### config.mk
export PLATFORM = sky130hd
export DESIGN_NAME = scan_loader_flat
export DESIGN_NICKNAME = d
export VERILOG_FILES = /design/src/rtl/scan_loader_pkg.sv /design/src/rtl/scan_loader_if.sv /design/src/rtl/scan_loader_byte_serdes.sv /design/src/rtl/scan_loader.sv /design/src/flat_wrapper.sv
export SDC_FILE = /design/constraint.sdc
export NUM_CORES = 1
export LEC_CHECK = 0
export ABC_AREA = 1
export CORE_MARGIN = 1.5
export CORE_UTILIZATION = 35
export CTS_CLUSTER_DIAMETER = 150
export CTS_CLUSTER_SIZE = 20
export DETAILED_ROUTE_END_ITERATION = 8
export DONT_BUFFER_PORTS = 1
export GPL_TIMING_DRIVEN = 1
export RECOVER_POWER = 100
export SYNTH_ARGS = -nofsm -noshare
export SYNTH_HDL_FRONTEND = slang
export SYNTH_HIERARCHICAL = 1
export SYNTH_SLANG_ARGS = --single-unit
export TNS_END_PERCENT = 50
### constraint.sdc
create_clock -name clk -period 2.1 [get_ports clk]
set_input_delay 0.105 -clock clk [delete_from_list [all_inputs] [get_ports clk]]
set_output_delay 0.105 -clock clk [all_outputs]
set_load 0.02 [all_outputs]
### src/rtl/scan_loader_pkg.sv
// scan_loader shared types
// State encoding and default config chain length
package scan_loader_pkg;

    // Config chain length in bytes; the chain derives its bit length from this
    localparam int CFG_BYTES_DEF = 144;

    typedef enum logic [2:0] {
        ST_IDLE,
        ST_CLEAR,
        ST_WAIT,
        ST_SHIFT,
        ST_DONE
    } state_t;

endpackage

### src/rtl/scan_loader_if.sv
// scan_loader byte input handshake
// Source drives data/valid, loader returns ready
interface scan_loader_if;
    logic [7:0] in_data;
    logic       in_valid;
    logic       in_ready;

    modport master (
        output in_data,
        output in_valid,
        input  in_ready
    );

    modport slave (
        input  in_data,
        input  in_valid,
        output in_ready
    );
endinterface

### src/rtl/scan_loader_byte_serdes.sv
// byte_serdes: 8-bit tx/rx shift pair for the scan chain
// tx shifts MSB-first, rx collects returned bits
module byte_serdes (
    input  logic       clk,
    input  logic       reset,
    input  logic       load,
    input  logic       shift,
    input  logic [7:0] din,
    input  logic       sin,
    output logic       sout,
    output logic [7:0] pout,
    output logic       last
);
    logic [7:0] tx;
    logic [6:0] rx;
    logic [2:0] cnt;

    // load restarts the byte; each shift moves one bit out and one in
    always_ff @(posedge clk or negedge reset) begin
        if (!reset) begin
            tx  <= '0;
            rx  <= '0;
            cnt <= '0;
        end else if (load) begin
            tx  <= din;
            cnt <= '0;
        end else if (shift) begin
            tx  <= {tx[6:0], 1'b0};
            rx  <= {rx[5:0], sin};
            cnt <= cnt + 3'd1;
        end
    end

    assign sout = tx[7];
    // byte as it stands once the current serial bit is taken in
    assign pout = {rx, sin};
    assign last = (cnt == 3'd7);
endmodule

### src/rtl/scan_loader.sv
// scan_loader: byte-stream loader for the enforcer config chain
// Serialises bytes MSB-first, captures readback, gates core reset
module scan_loader
    import scan_loader_pkg::*;
#(
    parameter int CFG_BYTES  = CFG_BYTES_DEF,
    parameter int CLR_CYCLES = 2
) (
    input  logic         clk,
    input  logic         reset,
    input  logic         start,
    input  logic         abort,
    scan_loader_if.slave cfg,
    output logic         scan_in,
    output logic         scan_en,
    output logic         scan_reset,
    input  logic         scan_out,
    output logic [7:0]   rd_data,
    output logic         rd_valid,
    output logic         core_reset,
    output logic         busy,
    output logic         done
);
    localparam int BW = $clog2(CFG_BYTES + 1);
    localparam int CW = $clog2(CLR_CYCLES + 1);
    localparam logic [BW-1:0] LAST_BYTE = BW'(CFG_BYTES - 1);
    localparam logic [CW-1:0] LAST_CLR  = CW'(CLR_CYCLES - 1);

    state_t        state;
    state_t        state_nx;
    logic [BW-1:0] bytes;
    logic [CW-1:0] clr_cnt;
    logic          ready_q;
    logic          load;
    logic          shift;
    logic          last;
    logic          byte_end;
    logic          tx_bit;
    logic [7:0]    rx_word;

    assign load     = (state == ST_WAIT) && cfg.in_valid;
    assign shift    = (state == ST_SHIFT);
    assign byte_end = shift && last && !abort;

    assign cfg.in_ready = ready_q;
    // tx keeps stale bits after an abort, so only drive data while shifting
    assign scan_in = scan_en && tx_bit;

    byte_serdes u_serdes (
        .clk   (clk),
        .reset (reset),
        .load  (load),
        .shift (shift),
        .din   (cfg.in_data),
        .sin   (scan_out),
        .sout  (tx_bit),
        .pout  (rx_word),
        .last  (last)
    );

    // next-state: abort overrides every transition
    always_comb begin
        state_nx = state;
        case (state)
            ST_IDLE:  if (start) state_nx = ST_CLEAR;
            ST_CLEAR: if (clr_cnt == LAST_CLR) state_nx = ST_WAIT;
            ST_WAIT:  if (cfg.in_valid) state_nx = ST_SHIFT;
            ST_SHIFT: if (last) state_nx = (bytes == LAST_BYTE) ? ST_DONE : ST_WAIT;
            ST_DONE:  if (start) state_nx = ST_CLEAR;
            default:  state_nx = ST_IDLE;
        endcase
        if (abort) state_nx = ST_IDLE;
    end

    // clear-phase timer and completed-byte counter
    always_ff @(posedge clk or negedge reset) begin
        if (!reset) begin
            clr_cnt <= '0;
            bytes   <= '0;
        end else begin
            clr_cnt <= (state == ST_CLEAR) ? clr_cnt + CW'(1) : '0;
            if (state == ST_CLEAR) bytes <= '0;
            else if (byte_end)     bytes <= bytes + BW'(1);
        end
    end

    // state register plus registered outputs decoded from the next state
    always_ff @(posedge clk or negedge reset) begin
        if (!reset) begin
            state      <= ST_IDLE;
            scan_en    <= 1'b0;
            scan_reset <= 1'b0;
            ready_q    <= 1'b0;
            busy       <= 1'b0;
            done       <= 1'b0;
            core_reset <= 1'b1;
            rd_valid   <= 1'b0;
            rd_data    <= '0;
        end else begin
            state      <= state_nx;
            scan_en    <= (state_nx == ST_SHIFT);
            scan_reset <= (state_nx == ST_CLEAR);
            ready_q    <= (state_nx == ST_WAIT);
            busy       <= state_nx inside {ST_CLEAR, ST_WAIT, ST_SHIFT};
            done       <= (state_nx == ST_DONE);
            core_reset <= (state_nx != ST_DONE);
            rd_valid   <= byte_end;
            if (byte_end) rd_data <= rx_word;
        end
    end
endmodule

### src/flat_wrapper.sv
// flat-port wrapper written by rule: the top's interface ports become plain ports
module scan_loader_flat import scan_loader_pkg::*;
#(
    parameter int CFG_BYTES  = CFG_BYTES_DEF,
    parameter int CLR_CYCLES = 2
)
  (clk, reset, start, abort, scan_in, scan_en, scan_reset, scan_out, rd_data, rd_valid, core_reset, busy, done, cfg_in_data, cfg_in_valid, cfg_in_ready);
  scan_loader_if cfg_i ();
  input  logic clk;
  input  logic reset;
  input  logic start;
  input  logic abort;
  output logic scan_in;
  output logic scan_en;
  output logic scan_reset;
  input  logic scan_out;
  output logic [7:0] rd_data;
  output logic rd_valid;
  output logic core_reset;
  output logic busy;
  output logic done;
  input wire logic [$bits(cfg_i.in_data)-1:0] cfg_in_data;
  input wire logic [$bits(cfg_i.in_valid)-1:0] cfg_in_valid;
  output wire logic [$bits(cfg_i.in_ready)-1:0] cfg_in_ready;
  assign cfg_i.in_data = cfg_in_data;
  assign cfg_i.in_valid = cfg_in_valid;
  assign cfg_in_ready = cfg_i.in_ready;
  scan_loader #(.CFG_BYTES(CFG_BYTES), .CLR_CYCLES(CLR_CYCLES)) u_core (.clk(clk), .reset(reset), .start(start), .abort(abort), .cfg(cfg_i), .scan_in(scan_in), .scan_en(scan_en), .scan_reset(scan_reset), .scan_out(scan_out), .rd_data(rd_data), .rd_valid(rd_valid), .core_reset(core_reset), .busy(busy), .done(done));
endmodule
==> out/qor.txt, run 1 <==
status - complete, no violations
# IOs - 30
final hold viol count - 0
Final period util - 0.8297
Worst Min Path Start - abort
fin nets - 285
Routed WL per cell - 11.33 um
Buf+Inv Stages, Crit Path - 0
DRC viols - 0
critical path peak fanout - 18
GR Layer Usage met3 - 0.03820
Worst Hold Depth - 3
static leakage power - 1.310 nW
post-synthesis sequential area ratio - 0.5380
die area - 6598 um2
WS Path Type - reg2reg
final cell count without fillers - 342
Core Util, Final - 0.4015
CTS tree - done
Num CTS Buffers - 5
via count of the first global-routing pass - 1515
Die Width - 81.23 um
R2R setup slack - 360 ps
Crit Reg-Reg Endpoint - u_core/bytes[6]$_DFFE_PN0P_
CP peak stage delay - 470 ps
CP max-delay cell - dfrtp_1
max_slew headroom - 0.2599
Power Density - 864.7 nW/um2
RR Startpoint - u_core/state[1]$_DFF_PN0_
I/O Buffers - 0
Setup crit end kind - register
Total GRT Usage - 0.1382
post-CTS resize count - 0
Hold Buf Count CTS - 12
clk_skew - 6.010 ps
Max VDD drop - 0.2582 mV
Post-CTS Setup Bufs - 0
Area Growth Syn to Fin - 10.98%
Worst Hold End - u_core/state[1]$_DFF_PN0_
final WL - 3.875 mm
CORE AREA - 5921 um2
crit-path cells - nand2_2, nor2_4, nand2_1, nor2_8, nor2_2, nand2_1, o21ai_0
f_max - 0.5740 GHz
H-tree levels - 2
worst r2r path cells - 7
minimum clock period - 1742 ps
Syn Area/Cell - 8.467 um2
initial drt markers - 118
post-route ant nets - 0
CP most frequent cell - nand2_1
antenna violations before repair - 0
met1 GRT Util - 0.1733
largest net degree at the start of global routing - 47
dpl ws - 468.2 ps
Critical Path Source Type - register
#FFs+latches synth - 46
most used routing layer - met2
RSZ-0062 raised after global routing - no
share of cells above drive strength 1 - 0.05993
setup total negative slack - 0 ps
WP data arrival - 1910 ps
Die H - 81.23 um
DRT Pass-1 Iters - 4
Starting Density - 0.3618
Placed Instances - 323
Syn Nets - 271
slack of the critical path - 357.7 ps
num rows - 28
WP data required - 2270 ps
Unique masters post-synth - 22
synthesized area - 2142 um2
Root Driver - clkbuf_8
CTS Buffer Depth - 2
FILL cells - 602
total gr overflow - 0
via count - 1551
Setup-failing EPs final - 0
HPWL Detailed - 2.709 mm
synthesis warning total - 6
Clock Sinks - 46
wire length of the first global-routing pass - 6.948 mm
clock transition at the registers of the reported paths - 80 ps
Slew @ Worst Pin - 1110 ps
RD Place Congestion - 0.7753
met2 Use GR - 0.2217
Final Slew Violations - 0
clk_lat worst skew - 290 ps
delay-heaviest family, CP - simple AND/OR/NAND/NOR gates
HP Class - in2reg
Avg Vias per Cell - 4.535
Ant. Diodes - 0
Post-Syn Instances - 253
hold slack - 61.94 ps
max_cap viols - 0
==> through the flow <==
| stage | total power, mW | cell area, um2 |
|---|---|---|
| global placement | 1.381 | 2180 |
| detailed placement | 1.393 | 2180 |
| global route | 2.189 | 2377 |
| finish | 2.056 | 2377 |
| floorplan | 1.338 | 2142 |
| CTS | 2.110 | 2430 |
==> synthesized netlist by cell type, drive strengths merged <==
cell | n | area [um2]
a21oi | 1 | 5.000
buf | 6 | 63.80
dfrtp | 45 | 1126
dfstp | 1 | 26.28
ha | 4 | 50.05
inv | 26 | 97.60
nand2 | 103 | 404.1
nand3 | 26 | 135.1
nand4 | 7 | 43.79
nor2 | 27 | 147.6
o21ai | 6 | 33.78
xor2 | 1 | 8.760
==> worst min-delay path, cell delays in order <==
cell,delay (ps)
inv_1,40
nand2_1,120
inv_1,50
==> sequential cells by signal, summed over array words and instances (netlist names), 2 cells and up <==
name / flops
u_core/clr_cnt: 2
u_core/u_serdes/tx: 8
u_core/u_serdes/rx: 7
u_core/u_serdes/cnt: 3
u_core/rd_data: 8
u_core/bytes: 8
u_core/state: 3
==> layer usage <==
layer	part of all wire	vias to the layer above
met2	0.48	24
li1	-	815
met1	0.47	708
met5	0	-
met4	0.015	0
met3	0.033	4
==> cells in the final DEF, fill, tap and decap left out <==
cell type,count
nand2_4,1
nand2_2,1
nor2_8,1
clkbuf_1,1
nor2_2,2
clkbuf_2,1
clkbuf_8,6
ha_1,4
nand3_1,26
inv_1,25
a21oi_1,1
nor2_4,2
nand4_1,7
dfstp_1,1
nor2_1,22
inv_2,1
dfrtp_1,45
xor2_1,1
bufinv_16,1
nand2_1,101
o21ai_0,6
dlygate4sd3_1,11
==> where the power goes <==
part | switching (mW) | internal (mW)
logic | 0.153 | 0.105
registers | 0.110 | 1.02
clock network | 0.283 | 0.381
==> final cells by class <==
type	count	area, um2	area share
Timing Repair Buffer	13	118.9	0.05000
Tap cell	75	93.84	0.03947
Clock inverter	1	30.03	0.01263
Clock buffer	6	82.58	0.03474
Sequential cell	46	1152	0.4847
Multi-Input combinational cell	175	802.0	0.3374
Inverter	26	97.59	0.04105
==> kinds of logic (layout without fill, tap and decap cells) <==
logic type / count (synthesis) / in the layout / share of synthesized area
AND/OR/NAND/NOR: 163 / 163 / 0.3411
flip-flops: 46 / 46 / 0.5380
buffers and inverters: 32 / 46 / 0.07535
AO/OA/AOI/OAI: 7 / 7 / 0.01810
adder cells (fa/ha/maj): 4 / 4 / 0.02337
XOR/XNOR: 1 / 1 / 0.004090
==> worst max-delay path by stage <==
stage	startpoint	to	depth (start not counted)
final	u_core/state[1]$_DFF_PN0_	u_core/bytes[6]$_DFFE_PN0P_	7
after CTS	u_core/state[0]$_DFF_PN0_	u_core/rd_data[6]$_DFFE_PN0P_	7
after floorplan	u_core/bytes[0]$_DFFE_PN0P_	u_core/busy$_DFF_PN0_	8
after global routing	u_core/state[0]$_DFF_PN0_	u_core/bytes[6]$_DFFE_PN0P_	7
after detailed placement	u_core/state[0]$_DFF_PN0_	u_core/rd_data[6]$_DFFE_PN0P_	7
after global placement	u_core/state[0]$_DFF_PN0_	u_core/rd_data[4]$_DFFE_PN0P_	7
No activity file was read; power rests on OpenSTA's default activity.
==> run 2: changes to the inputs <==
clock period = 1.5 ns   (was 2.1 ns; I/O delays follow)
==> run 2 against run 1 <==
Against the previous run:
- largest cell class unchanged
- count of clock-buffer cells in the layout unchanged
- critical path type unchanged
- highest routed layer unchanged
- first-iteration DRC count decreased by 61%
- sequential share of layout area decreased by 2.4 points
==> out/qor.txt, run 2 (synthesis gave the netlist of run 1 again) <==
status - complete, no violations
final WL - 4.182 mm
largest net degree at the start of global routing - 47
Ant. Diodes - 0
DRT Pass-1 Iters - 4
initial drt markers - 46
hold slack - 16.77 ps
clk_lat worst skew - 290 ps
fin nets - 298
Power Density - 1116 nW/um2
Die Width - 81.23 um
Num CTS Buffers - 5
Final period util - 0.9730
share of cells above drive strength 1 - 0.1281
num rows - 28
FILL cells - 583
RSZ-0062 raised after global routing - yes
static leakage power - 1.388 nW
Starting Density - 0.3618
Root Driver - clkbuf_8
Critical Path Source Type - register
Max VDD drop - 0.4488 mV
critical path peak fanout - 9
Routed WL per cell - 11.75 um
WS Path Type - reg2reg
clock transition at the registers of the reported paths - 80 ps
Clock Sinks - 46
via count of the first global-routing pass - 1556
wire length of the first global-routing pass - 6.831 mm
total gr overflow - 0
CORE AREA - 5921 um2
max_cap viols - 0
I/O Buffers - 0
Design Area, Final - 2501 um2
Setup-failing EPs final - 0
clk_skew - 6.043 ps
DRC viols - 0
post-route ant nets - 0
final hold viol count - 0
WP data arrival - 1700 ps
Final Slew Violations - 0
most frequent cells in the layout - 98 x nand2_1, 45 x dfrtp_1, 26 x nand3_1
CTS tree - done
minimum clock period - 1459 ps
commonest non-fill, non-tap cell in the layout - nand2_1
# IOs - 30
Total GRT Usage - 0.1361
Worst Min Path Start - start
Setup crit end kind - register
HPWL Detailed - 2.845 mm
Die H - 81.23 um
WP data required - 1740 ps
RR Startpoint - u_core/state[1]$_DFF_PN0_
Slew @ Worst Pin - 1106 ps
f_max - 0.6852 GHz
antenna violations before repair - 0
RD Place Congestion - 0.7212
via count - 1626
Top Registers - u_core/bytes: 8 flops, u_core/rd_data: 8 flops, u_core/u_serdes/tx: 8 flops
HP Class - in2reg
Area Growth Syn to Fin - 16.76%
Reg area - 1152 um2
die area - 6598 um2
CTS Buffer Depth - 2
max_slew headroom - 0.2626
Avg Vias per Cell - 4.567
CP Launch Point - u_core/state[1]$_DFF_PN0_
area post-placement - 2252 um2
area of the multi-input gates - 830.8 um2
H-tree levels - 2
## run 2: changes by cell type in the layout (fill, tap and decap cells not counted), sizes merged
| cell | change |
|---|---|
| clkinvlp | +1 |
| buf | +12 |
| dlygate4sd3 | +1 |
| clkinv | +1 |
| bufinv | -1 |
## run 2: per-stage QoR
stage / instances / utilization / worst slack, ps / power (mW) / setup TNS [ps]
global route: 356 / 0.4224 / -20.88 / 2.970 / -64.06
detailed placement: 331 / 0.3804 / 23.21 / 1.971 / 0
CTS: 352 / 0.4214 / 5.312 / 2.826 / 0
floorplan: 253 / - / 138.1 / 1.874 / 0
global placement: 331 / 0.3804 / 48.62 / 1.954 / 0
finish: 356 / 0.4224 / 40.54 / 2.792 / 0
## run 2: path summary, 6_finish.rpt
| path | endpoint | slack, ps | depth (start not counted) |
|---|---|---|---|
| max | u_core/rd_data[0]$_DFFE_PN0P_ | 40 | 7 |
| min | u_core/state[2]$_DFF_PN0_ | 20 | 3 |
| max reg2reg | u_core/rd_data[0]$_DFFE_PN0P_ | 40 | 7 |
| min reg2reg | u_core/clr_cnt[0]$_DFF_PN0_ | 440 | 1 |
| max in group asynchronous | u_core/bytes[5]$_DFFE_PN0P_ | 290 | 2 |
| min in group asynchronous | u_core/u_serdes/rx[2]$_DFFE_PN0P_ | 520 | 2 |
## run 2: power by group
part / leakage [nW] / internal (mW) / total, mW / switching, mW
combinational: 0.720 / 0.184 / 0.422 / 0.238
clock: 0.0472 / 0.371 / 0.781 / 0.410
sequential: 0.622 / 1.43 / 1.59 / 0.155
total: 1.39 / 1.99 / 2.79 / 0.803
## run 2: what timing repair did
| item | CTS | global route |
|---|---|---|
| setup buffers | 0 | 4 |
| endpoints found under the hold margin | 62 | 0 |
| setup endpoints to repair | 0 | 26 |
| gates resized for setup | 0 | 4 |
| hold buffers | 13 | 0 |
## run 2: area by class of cell
cell class	instances	share of cell area
multi-input cells	175	0.3322
inverters	26	0.03902
well taps	75	0.03752
repair buffers	26	0.09255
clock inverters	2	0.005002
clock buffers	6	0.03302
flip-flops and latches	46	0.4607
## run 2: metal layers
| metal | vias to the layer above | share of wire | track usage |
|---|---|---|---|
| met5 | - | 0 | 0 |
| met4 | 0 | 0.012 | 0.06207 |
| met3 | 2 | 0.034 | 0.03596 |
| met2 | 17 | 0.49 | 0.2292 |
| met1 | 773 | 0.47 | 0.1621 |
| li1 | 834 | - | - |
## run 2: worst max-delay path, stage by stage (launching register included)
cell	delay (ps)
dfrtp_1	470
nand2_2	90
nor2_4	200
nand2_4	100
nor2_8	200
buf_4	200
nand2_1	70
nand2_1	60
